`config.mk`:
```
export PLATFORM = sky130hd
export DESIGN_NAME = add_12_rr_sched
export DESIGN_NICKNAME = d
export VERILOG_FILES = /design/src/rtl/add_pkg.sv /design/src/rtl/add_12.sv /design/src/rtl/add_12_rr_sched.sv
export SDC_FILE = /design/constraint.sdc
export NUM_CORES = 1
export LEC_CHECK = 0
export CAP_MARGIN = 20
export CORE_MARGIN = 2
export CORE_UTILIZATION = 39
export CTS_CLUSTER_SIZE = 20
export DETAILED_ROUTE_END_ITERATION = 8
export GPL_ROUTABILITY_DRIVEN = 0
export MAX_ROUTING_LAYER = met4
export PLACE_DENSITY_LB_ADDON = 0.05
export SYNTH_ARGS = -nofsm -noshare
export SYNTH_HDL_FRONTEND = slang
export SYNTH_SLANG_ARGS = --single-unit
```
`constraint.sdc`:
```
create_clock -name clk_i -period 5 [get_ports clk_i]
set_clock_uncertainty 0.1 [all_clocks]
set_input_delay 0.5 -clock clk_i [delete_from_list [all_inputs] [get_ports clk_i]]
set_output_delay 0.5 -clock clk_i [all_outputs]
set_load 0.005 [all_outputs]
```
`src/rtl/add_pkg.sv`:
```
// Shared constants and helpers for the add_12 adder and its round-robin front-end.
package add_pkg;

   // Latency of add_12 from operand sample to sum visible, and its data width.
   localparam int unsigned ADD12_LAT = 5;
   localparam int unsigned ADD12_W   = 12;

   // Ceiling log2, used to size requester IDs.
   function automatic int unsigned clog2(input int unsigned n);
      int unsigned r;
      r = 0;
      for (int unsigned v = 1; v < n; v = v << 1) begin
         r = r + 1;
      end
      return r;
   endfunction

   // Width of a packed {valid, id} result tag.
   function automatic int unsigned tag_w(input int unsigned id_w);
      return id_w + 1;
   endfunction

endpackage

```
`src/rtl/add_12.sv`:
```
// Pipelined 12-bit fixed-point adder: sums the upper bytes, low nibble forced to zero.
module add_12
   import add_pkg::*;
#(
   parameter int unsigned LAT = ADD12_LAT
) (
   input  logic               clk_i,
   input  logic               rst_n_i,
   input  logic [ADD12_W-1:0] data_1_i,
   input  logic [ADD12_W-1:0] data_2_i,
   output logic [ADD12_W-1:0] data_sum_o
);

   logic [7:0]         w_sum_hi;
   logic               w_unused_lo;
   logic [ADD12_W-1:0] r_pipe [LAT];

   // Carry out of the upper byte is dropped; fractional nibbles never contribute.
   assign w_sum_hi    = data_1_i[11:4] + data_2_i[11:4];
   assign w_unused_lo = ^{data_1_i[3:0], data_2_i[3:0]};

   // Sum register followed by delay stages to reach the fixed latency.
   always_ff @(posedge clk_i) begin
      if (!rst_n_i) begin
         for (int unsigned i = 0; i < LAT; i++) begin
            r_pipe[i] <= '0;
         end
      end else begin
         r_pipe[0] <= {w_sum_hi, 4'h0};
         for (int unsigned i = 1; i < LAT; i++) begin
            r_pipe[i] <= r_pipe[i-1];
         end
      end
   end

   assign data_sum_o = r_pipe[LAT-1];

endmodule

```
`src/rtl/add_12_rr_sched.sv`:
```
// Round-robin scheduler sharing one add_12 among NUM_REQ requesters; each sum is
// routed back to its issuer by a tag chain aligned with the adder pipeline.
module add_12_rr_sched
   import add_pkg::*;
#(
   parameter int unsigned NUM_REQ = 4,
   parameter int unsigned ID_W    = clog2(NUM_REQ),
   parameter int unsigned ADD_LAT = ADD12_LAT
) (
   input  logic                       clk_i,
   input  logic                       rst_n_i,
   input  logic [NUM_REQ-1:0]         req_valid_i,
   output logic [NUM_REQ-1:0]         req_ready_o,
   input  logic [NUM_REQ*ADD12_W-1:0] req_data_1_i,
   input  logic [NUM_REQ*ADD12_W-1:0] req_data_2_i,
   input  logic [NUM_REQ-1:0]         en_mask_i,
   output logic [NUM_REQ-1:0]         res_valid_o,
   output logic [ADD12_W-1:0]         res_data_o,
   output logic [ID_W-1:0]            res_id_o,
   output logic [2:0]                 inflight_o,
   output logic                       busy_o
);

   localparam int unsigned TAG_W = tag_w(ID_W);

   logic [ID_W-1:0]    r_ptr;
   logic [TAG_W-1:0]   r_tag [ADD_LAT];
   logic [2:0]         r_inflight;

   logic [NUM_REQ-1:0] w_elig;
   logic [NUM_REQ-1:0] w_gnt;
   logic [ID_W-1:0]    w_gnt_idx;
   logic               w_hs;
   logic [ADD12_W-1:0] w_op1;
   logic [ADD12_W-1:0] w_op2;
   logic [ADD12_W-1:0] w_sum;
   logic               w_last_v;
   logic [ID_W-1:0]    w_last_id;
   logic [NUM_REQ-1:0] w_res_valid;

   assign w_elig = req_valid_i & en_mask_i;

   // Priority search upward from the rr pointer, wrapping at NUM_REQ-1.
   always_comb begin
      int unsigned idx;
      logic [ID_W-1:0] l_idx;
      logic found;
      w_gnt     = '0;
      w_gnt_idx = '0;
      found     = 1'b0;
      idx       = 0;
      l_idx     = '0;
      for (int unsigned off = 0; off < NUM_REQ; off++) begin
         idx = 32'(r_ptr) + off;
         if (idx >= NUM_REQ) begin
            idx = idx - NUM_REQ;
         end
         l_idx = ID_W'(idx);
         if (!found && w_elig[l_idx]) begin
            found        = 1'b1;
            w_gnt[l_idx] = 1'b1;
            w_gnt_idx    = l_idx;
         end
      end
      if (!rst_n_i) begin
         w_gnt = '0;
         found = 1'b0;
      end
      w_hs = found;
   end

   // Operand mux: one-hot grant selects a slice, zero when nothing is granted.
   always_comb begin
      w_op1 = '0;
      w_op2 = '0;
      for (int unsigned i = 0; i < NUM_REQ; i++) begin
         if (w_gnt[i]) begin
            w_op1 = req_data_1_i[i*ADD12_W +: ADD12_W];
            w_op2 = req_data_2_i[i*ADD12_W +: ADD12_W];
         end
      end
   end

   add_12 #(
      .LAT (ADD_LAT)
   ) u_add_12 (
      .clk_i      (clk_i),
      .rst_n_i    (rst_n_i),
      .data_1_i   (w_op1),
      .data_2_i   (w_op2),
      .data_sum_o (w_sum)
   );

   // Round-robin pointer advances past the winner on every handshake.
   always_ff @(posedge clk_i) begin
      if (!rst_n_i) begin
         r_ptr <= '0;
      end else if (w_hs) begin
         r_ptr <= (w_gnt_idx == ID_W'(NUM_REQ - 1)) ? '0 : w_gnt_idx + ID_W'(1);
      end
   end

   // Tag chain: stage 0 is loaded on the same edge that add_12 samples operands.
   always_ff @(posedge clk_i) begin
      if (!rst_n_i) begin
         for (int unsigned i = 0; i < ADD_LAT; i++) begin
            r_tag[i] <= '0;
         end
      end else begin
         r_tag[0] <= {w_hs, (w_hs ? w_gnt_idx : '0)};
         for (int unsigned i = 1; i < ADD_LAT; i++) begin
            r_tag[i] <= r_tag[i-1];
         end
      end
   end

   assign w_last_v  = r_tag[ADD_LAT-1][TAG_W-1];
   assign w_last_id = r_tag[ADD_LAT-1][ID_W-1:0];

   // In-flight count: +1 on issue, -1 as a valid tag leaves the last stage.
   always_ff @(posedge clk_i) begin
      if (!rst_n_i) begin
         r_inflight <= '0;
      end else begin
         r_inflight <= r_inflight + {2'b00, w_hs} - {2'b00, w_last_v};
      end
   end

   // One-hot result strobe decoded from the last tag stage.
   always_comb begin
      w_res_valid = '0;
      for (int unsigned i = 0; i < NUM_REQ; i++) begin
         w_res_valid[i] = w_last_v && (w_last_id == ID_W'(i));
      end
   end

   assign req_ready_o = w_gnt;
   assign res_valid_o = w_res_valid;
   assign res_id_o    = w_last_id;
   assign res_data_o  = w_sum;
   assign inflight_o  = r_inflight;
   assign busy_o      = |r_inflight;

endmodule

```
==> results.sh, run 1 <==
export IMPL_status="finished, final reports clean"
export IMPL_drtAntennaViolNets=0
export IMPL_report_final_hold_viol_count=0
export IMPL_postPlaceCellArea_sq_mm=0.00444
export IMPL_drtPass1Iterations=4
export IMPL_irDropWorstVdd_v=0.000162
export IMPL_timing_critical_path_cells="inv_1, ha_1, mux4_2, a311oi_4, a222oi_1, a21boi_4, and3_4, buf_4, a221oi_2, o31ai_1, ha_1, a21oi_1, o21bai_1, a2111oi_2, o21ai_0, a311oi_1, mux2i_1, o311ai_1"
export IMPL_min_from="u_add_12.r_pipe[0][16]"
export IMPL_start_kind="flop"
export IMPL_post_synth_cell_area_avg_sq_um=9.26
export IMPL_syn_area_sq_mm=0.00323
export IMPL_min_period_over_period=0.922
export IMPL_ys_seq_elements=60
export IMPL_regToRegEndpoint="u_add_12.r_pipe[0][11]"
export IMPL_synth_to_final_area_change_pct=43.5
export IMPL_synth_cell_type_count=53
export IMPL_fmax_mhz=217
export IMPL_antenna_found_initial=0
export IMPL_dominantRegCellSynth="dfxtp_1"
export IMPL_start_util=0.397
export IMPL_finish_instance_area_sq_mm=0.00464
export IMPL_postSynthCellCount=349
export IMPL_cell_family_with_most_cp_delay="compound AO/OA/AOI/OAI gates"
export IMPL_die_width_um=95.0
export IMPL_track_usage=0.164
export IMPL_p_leak_nw=1.92
export IMPL_diodes=0
export IMPL_floorplan_core_area_sq_mm=0.00813
export IMPL_route_detailed_wl_per_inst_um=12.2
export IMPL_rsz0062_at_grt="no"
export IMPL_die_h_um=95.0
export IMPL_synth_yosys_warnings=0
export IMPL_drt_iter0_drc=117
export IMPL_placementRows=33
export IMPL_timing_hold_worst_endpoint="u_add_12.r_pipe[0][28]"
export IMPL_synth_async_reset_ratio=0
export IMPL_cts_max_path_buffers=2
export IMPL_clkSlewWorstSetupHoldPaths_ns=0.06
export IMPL_wirelength_um=6970
export IMPL_ctsHtreeMaxLevel=3
export IMPL_ctsHoldBuffers=0
export IMPL_worst_path_max_delay_cell="mux4_2"
export IMPL_worstSetupEndpointType="flop"
export IMPL_setup_viol=0
export IMPL_drc=0
export IMPL_yosysSeqAreaShare=0.372
export IMPL_detailedPlacementHpwl_um=5390
export IMPL_path_max_fanout=6
export IMPL_final_cell_mix="clkdlybuf4s50_1 (95), dfxtp_1 (60), and2_1 (54)"
export IMPL_reg2reg_from="r_ptr[1]"
export IMPL_maxCapViolCount=0
export IMPL_place_port_buffers=95
export IMPL_final_common_cell="clkdlybuf4s50_1"
export IMPL_pin_count_of_the_biggest_net_entering_global_routing=52
export IMPL_routed_via_density=4.80
export IMPL_worst_ep_arrival_time_ns=4.74
export IMPL_nFillCells=722
export IMPL_whs_ns=0.325
export IMPL_maxSlewViolCount=0
export IMPL_io_pins=132
export IMPL_cpMostUsedCell="ha_1"
export IMPL_p_per_area_mw_per_mm2=447
export IMPL_grt_overflow_total=0
export IMPL_timing_final_crit_period_ns=4.61
export IMPL_cts_buffers_inserted=9
export IMPL_clk_insertion_delay_late_ns=0.32
export IMPL_post_route_cells_drive_above_1_share=0.169
export IMPL_criticalPathCategory="reg -> reg"
export IMPL_hold_path_class="reg -> reg"
export IMPL_r2r_worst_path_cells=18
export IMPL_critical_path_buf_inv_count=2
export IMPL_reg2reg_setup_slack_ns=0.39
export IMPL_crit_required_ns=5.13
export IMPL_clock_tree_from_tritoncts="done"
export IMPL_critical_path_max_stage_delay_ns=0.57
export IMPL_ctsRootBufferMaster="clkbuf_8"
export IMPL_first_global_vias=2470
export IMPL_synth_edf_count=0
export IMPL_timing_setup_tns_ns=0
export IMPL_nNetsFinal=590
export IMPL_whs_path_depth=1
export IMPL_total_power_mw=2.07
export IMPL_grt_first_pass_wirelength_um=11300
export IMPL_vias_post_dr=2748
export IMPL_cts_sinks=60
export IMPL_design_die_area_sq_mm=0.00903
[worst register-to-register path: stages (launching register included)]
cell       delay, ns
dfxtp_1         0.34
inv_1           0.12
ha_1            0.39
mux4_2          0.57
a311oi_4        0.30
a222oi_1        0.18
a21boi_4        0.17
and3_4          0.21
buf_4           0.17
a221oi_2        0.30
o31ai_1         0.12
ha_1            0.31
a21oi_1         0.19
o21bai_1        0.13
a2111oi_2       0.38
o21ai_0         0.14
a311oi_1        0.22
mux2i_1         0.10
o311ai_1        0.09
[sequential cells by signal, indices dropped and copies added (netlist names), named ones only]
signal	cells
u_add_12.r_pipe	40
inflight_o	3
r_tag	15
r_ptr	1
[metrics by stage]
stage	instances	util	worst slack (ns)
5_1_grt	573	0.570	0.0400
4_1_cts	573	0.569	0.216
3_3_place_gp	559	0.545	0.0814
3_5_place_dp	559	0.545	0.0144
2_1_floorplan	352	-	0.0973
6_report	573	0.570	0.388
[how the worst max path moves through the flow]
stage | from | to | slack, ns | cells past startpoint
after detailed placement | en_mask_i[3] | u_add_12.r_pipe[0][11] | 0.01 | 18
after CTS | r_ptr[1] | u_add_12.r_pipe[0][11] | 0.22 | 18
after global routing | r_ptr[1] | u_add_12.r_pipe[0][11] | 0.04 | 19
after global placement | req_valid_i[1] | u_add_12.r_pipe[0][11] | 0.08 | 19
final | r_ptr[1] | u_add_12.r_pipe[0][11] | 0.39 | 18
after floorplan | r_ptr[1] | u_add_12.r_pipe[0][11] | 0.1 | 21
[area by class of cell]
type,count,area [sq um],area share
Clock inverter,4,51.3,0.0111
Sequential cell,60,1200,0.259
Timing Repair Buffer,135,1260,0.273
Tap cell,105,131,0.0283
Clock buffer,10,138,0.0297
Multi-Input combinational cell,250,1820,0.392
Inverter,9,33.8,0.00729
[cells in the mapped netlist (3+ instances only)]
| cell type | instances | share of area |
|---|---|---|
| a21oi_1 | 17 | 0.026 |
| a221oi_1 | 6 | 0.016 |
| a221oi_2 | 9 | 0.042 |
| and2_1 | 54 | 0.10 |
| buf_2 | 5 | 0.0077 |
| buf_4 | 15 | 0.035 |
| buf_6 | 3 | 0.010 |
| clkbuf_1 | 10 | 0.012 |
| dfxtp_1 | 60 | 0.37 |
| ha_1 | 17 | 0.066 |
| inv_1 | 8 | 0.0093 |
| nand2_1 | 26 | 0.030 |
| nand3_1 | 8 | 0.012 |
| nand4_1 | 3 | 0.0058 |
| nor2_1 | 27 | 0.031 |
| nor3b_1 | 3 | 0.0070 |
| o21ai_0 | 4 | 0.0062 |
| o31ai_1 | 15 | 0.035 |
| or3_1 | 3 | 0.0058 |
| xnor2_1 | 4 | 0.011 |
| xor2_1 | 7 | 0.019 |
[repair_timing]
item / in CTS / in global routing
setup buffers: 0 / 0
setup endpoints to repair: 0 / 1
gates resized for setup: 0 / 3
[kinds of logic after synthesis]
kind of cell             count (synthesis)  synth area share
flip-flops                              60             0.372
AO/OA/AOI/OAI                           74             0.196
AND/OR/NAND/NOR                        139             0.231
XOR/XNOR                                11            0.0298
adder cells (fa/ha/maj)                 19            0.0782
buffers and inverters                   42            0.0751
multiplexers                             3            0.0170
other                                    1           0.00116
[metal layers]
layer / vias up / track usage / share of wire
li1: 1437 / - / -
met1: 1206 / 0.224 / 0.49
met2: 100 / 0.235 / 0.44
met3: 5 / 0.0403 / 0.067
met4: 0 / 0.0616 / 0.010
met5: - / - / 0
[report_power, final]
group	internal [mW]	switching (mW)	leakage [nW]	total (mW)
combinational	0.571	0.541	1.34	1.11
clock	0.238	0.170	0.0942	0.408
sequential	0.538	0.0144	0.489	0.552
(Power assumes the default switching activity.)
==> run 2, diff against run 1 <==
--- a/config.mk
+++ b/config.mk
@@ -5,7 +5,7 @@
 export SDC_FILE = /design/constraint.sdc
 export NUM_CORES = 1
 export LEC_CHECK = 0
-export CAP_MARGIN = 20
+export CAP_MARGIN = 10
 export CORE_MARGIN = 2
 export CORE_UTILIZATION = 39
 export CTS_CLUSTER_SIZE = 20
==> results of run 2 <==
The final DEF is identical to that of run 1; final timing and power are the same.
==> run 3, diff against run 2 <==
--- a/config.mk
+++ b/config.mk
@@ -13,6 +13,7 @@
 export GPL_ROUTABILITY_DRIVEN = 0
 export MAX_ROUTING_LAYER = met4
 export PLACE_DENSITY_LB_ADDON = 0.05
+export RECOVER_POWER = 50
 export SYNTH_ARGS = -nofsm -noshare
 export SYNTH_HDL_FRONTEND = slang
 export SYNTH_SLANG_ARGS = --single-unit
==> run 3 against run 2 <==
Net effect: global-route usage did not move; cell count stayed put; core utilization stayed put; non-clock buffer count unchanged; flip-flop and latch count unchanged; clock-buffer cell count is the same; die area did not move.
==> results.sh, run 3 (same netlist as run 1, synthesis figures left out) <==
export IMPL_status="finished, final reports clean"
export IMPL_p_leak_nw=1.92
export IMPL_routed_via_density=4.78
export IMPL_register_with_the_highest_flop_count="u_add_12.r_pipe"
export IMPL_postLayoutSetupSlackWorst_ns=0.389
export IMPL_drtPass1Iterations=4
export IMPL_final_common_cell="clkdlybuf4s50_1"
export IMPL_floorplan_core_area_sq_mm=0.00813
export IMPL_grt_first_pass_wirelength_um=11300
export IMPL_antenna_found_initial=0
export IMPL_min_period_over_period=0.922
export IMPL_start_kind="flop"
export IMPL_fin_util=0.570
export IMPL_maxSlewViolCount=0
export IMPL_place_port_buffers=95
export IMPL_worst_ep_arrival_time_ns=4.74
export IMPL_regToRegEndpoint="u_add_12.r_pipe[0][11]"
export IMPL_clkSlewWorstSetupHoldPaths_ns=0.06
export IMPL_diodes=0
export IMPL_clock_tree_from_tritoncts="done"
export IMPL_synth_to_final_area_change_pct=43.5
export IMPL_postPlaceCellArea_sq_mm=0.00444
export IMPL_track_usage=0.164
export IMPL_criticalPathCategory="reg -> reg"
export IMPL_clk_insertion_delay_late_ns=0.32
export IMPL_path_max_fanout=5
export IMPL_cts_sinks=60
export IMPL_fmax_mhz=217
export IMPL_final_cell_mix="clkdlybuf4s50_1 (94), dfxtp_1 (60), and2_1 (52)"
export IMPL_grt_overflow_total=0
export IMPL_ctsRootBufferMaster="clkbuf_8"
export IMPL_timing_final_crit_period_ns=4.61
export IMPL_hold_path_class="reg -> reg"
export IMPL_whs_path_depth=1
export IMPL_io_pins=132
export IMPL_reg2reg_setup_slack_ns=0.39
export IMPL_die_h_um=95.0
export IMPL_post_route_cells_drive_above_1_share=0.169
export IMPL_vias_post_dr=2741
export IMPL_setup_viol=0
export IMPL_total_power_mw=2.07
export IMPL_nNetsFinal=590
export IMPL_ctsHtreeMaxLevel=3
export IMPL_nFillCells=722
export IMPL_cts_buffers_inserted=9
export IMPL_irDropWorstVdd_v=0.000163
export IMPL_route_detailed_wl_per_inst_um=12.1
export IMPL_placementRows=33
export IMPL_timing_hold_worst_endpoint="u_add_12.r_pipe[0][28]"
export IMPL_maxCapViolCount=0
export IMPL_report_final_hold_viol_count=0
export IMPL_postcts_setup_bufs=0
export IMPL_wirelength_um=6950
export IMPL_crit_required_ns=5.13
export IMPL_finish_instance_area_sq_mm=0.00464
export IMPL_worstSetupEndpointType="flop"
export IMPL_r2r_worst_path_cells=18
export IMPL_drt_iter0_drc=117
export IMPL_p_per_area_mw_per_mm2=447
export IMPL_number_of_flip_flops_in_the_largest_register=40
export IMPL_pin_count_of_the_biggest_net_entering_global_routing=52
export IMPL_design_die_area_sq_mm=0.00903
export IMPL_min_from="u_add_12.r_pipe[0][16]"
export IMPL_rsz0062_at_grt="no"
export IMPL_die_width_um=95.0
export IMPL_timing_setup_tns_ns=0
export IMPL_cts_max_path_buffers=2
export IMPL_detailedPlacementHpwl_um=5390
export IMPL_reg2reg_from="r_ptr[1]"
export IMPL_dp_slack_ns=0.0144
export IMPL_drc=0
export IMPL_first_global_vias=2470
export IMPL_drtAntennaViolNets=0
export IMPL_start_util=0.397
-- run 3: cell types whose count changed in the layout (fill, tap and decap cells not counted) --
cell and change:
clkdlybuf4s50_1 -1, and2_0 +2, and2_1 -2, dlygate4sd3_1 +1
-- run 3: per-stage QoR --
step                      hold slack (ns)  instances
after floorplan                     0.312        352
after global placement              0.313        559
after detailed placement            0.317        559
after CTS                           0.325        573
after global routing                0.338        573
final                               0.325        573
-- run 3: area by class of cell --
| class | count | area (sq um) | area share |
|---|---|---|---|
| clock buffer | 10 | 138 | 0.0297 |
| inverter | 9 | 33.8 | 0.00729 |
| clock inverter | 4 | 51.3 | 0.0111 |
| tap | 105 | 131 | 0.0283 |
| multi-input combinational | 250 | 1820 | 0.392 |
| timing repair buffer | 135 | 1260 | 0.273 |
| sequential | 60 | 1200 | 0.259 |
-- run 3: critical path, cell delays in order, from the launching register on --
cell and delay, ns:
dfxtp_1 0.34, inv_1 0.12, ha_1 0.38, mux4_2 0.57
a311oi_4 0.30, a222oi_1 0.18, a21boi_4 0.17, nor2_2 0.21
buf_4 0.19, a221oi_1 0.07, o31ai_1 0.33, ha_1 0.31
a21oi_1 0.19, o21bai_1 0.13, a2111oi_2 0.38, o21ai_0 0.14
a311oi_1 0.22, mux2i_1 0.10, o311ai_1 0.09
-- run 3: per-layer routing --
metal  vias to the layer above  track usage  routed length, um
li1                       1438            -                  -
met1                      1199        0.224               3390
met2                        99        0.235               3030
met3                         5       0.0403                462
met4                         0       0.0616                 73
met5                         -            -                  0
-- run 3: power breakdown --
group / internal, mW / leakage [nW] / switching [mW] / total, mW
logic: 0.571 / 1.34 / 0.541 / 1.11
registers: 0.538 / 0.489 / 0.0144 / 0.552
clock network: 0.238 / 0.0942 / 0.170 / 0.407
-- run 3: worst max-delay path by stage --
stage,from,endpoint,slack (ns),cells after the start
finish,r_ptr[1],u_add_12.r_pipe[0][11],0.39,18
global route,r_ptr[1],u_add_12.r_pipe[0][11],0.04,19
CTS,r_ptr[1],u_add_12.r_pipe[0][11],0.22,18
detailed placement,en_mask_i[3],u_add_12.r_pipe[0][11],0.01,18
global placement,req_valid_i[1],u_add_12.r_pipe[0][11],0.08,19
floorplan,r_ptr[1],u_add_12.r_pipe[0][11],0.1,21
-- run 3: what timing repair did --
item | 4_1_cts | 5_1_grt
hold buffers | 0 | 0
resized for setup | 0 | 3
endpoints found under the setup margin | 0 | 1
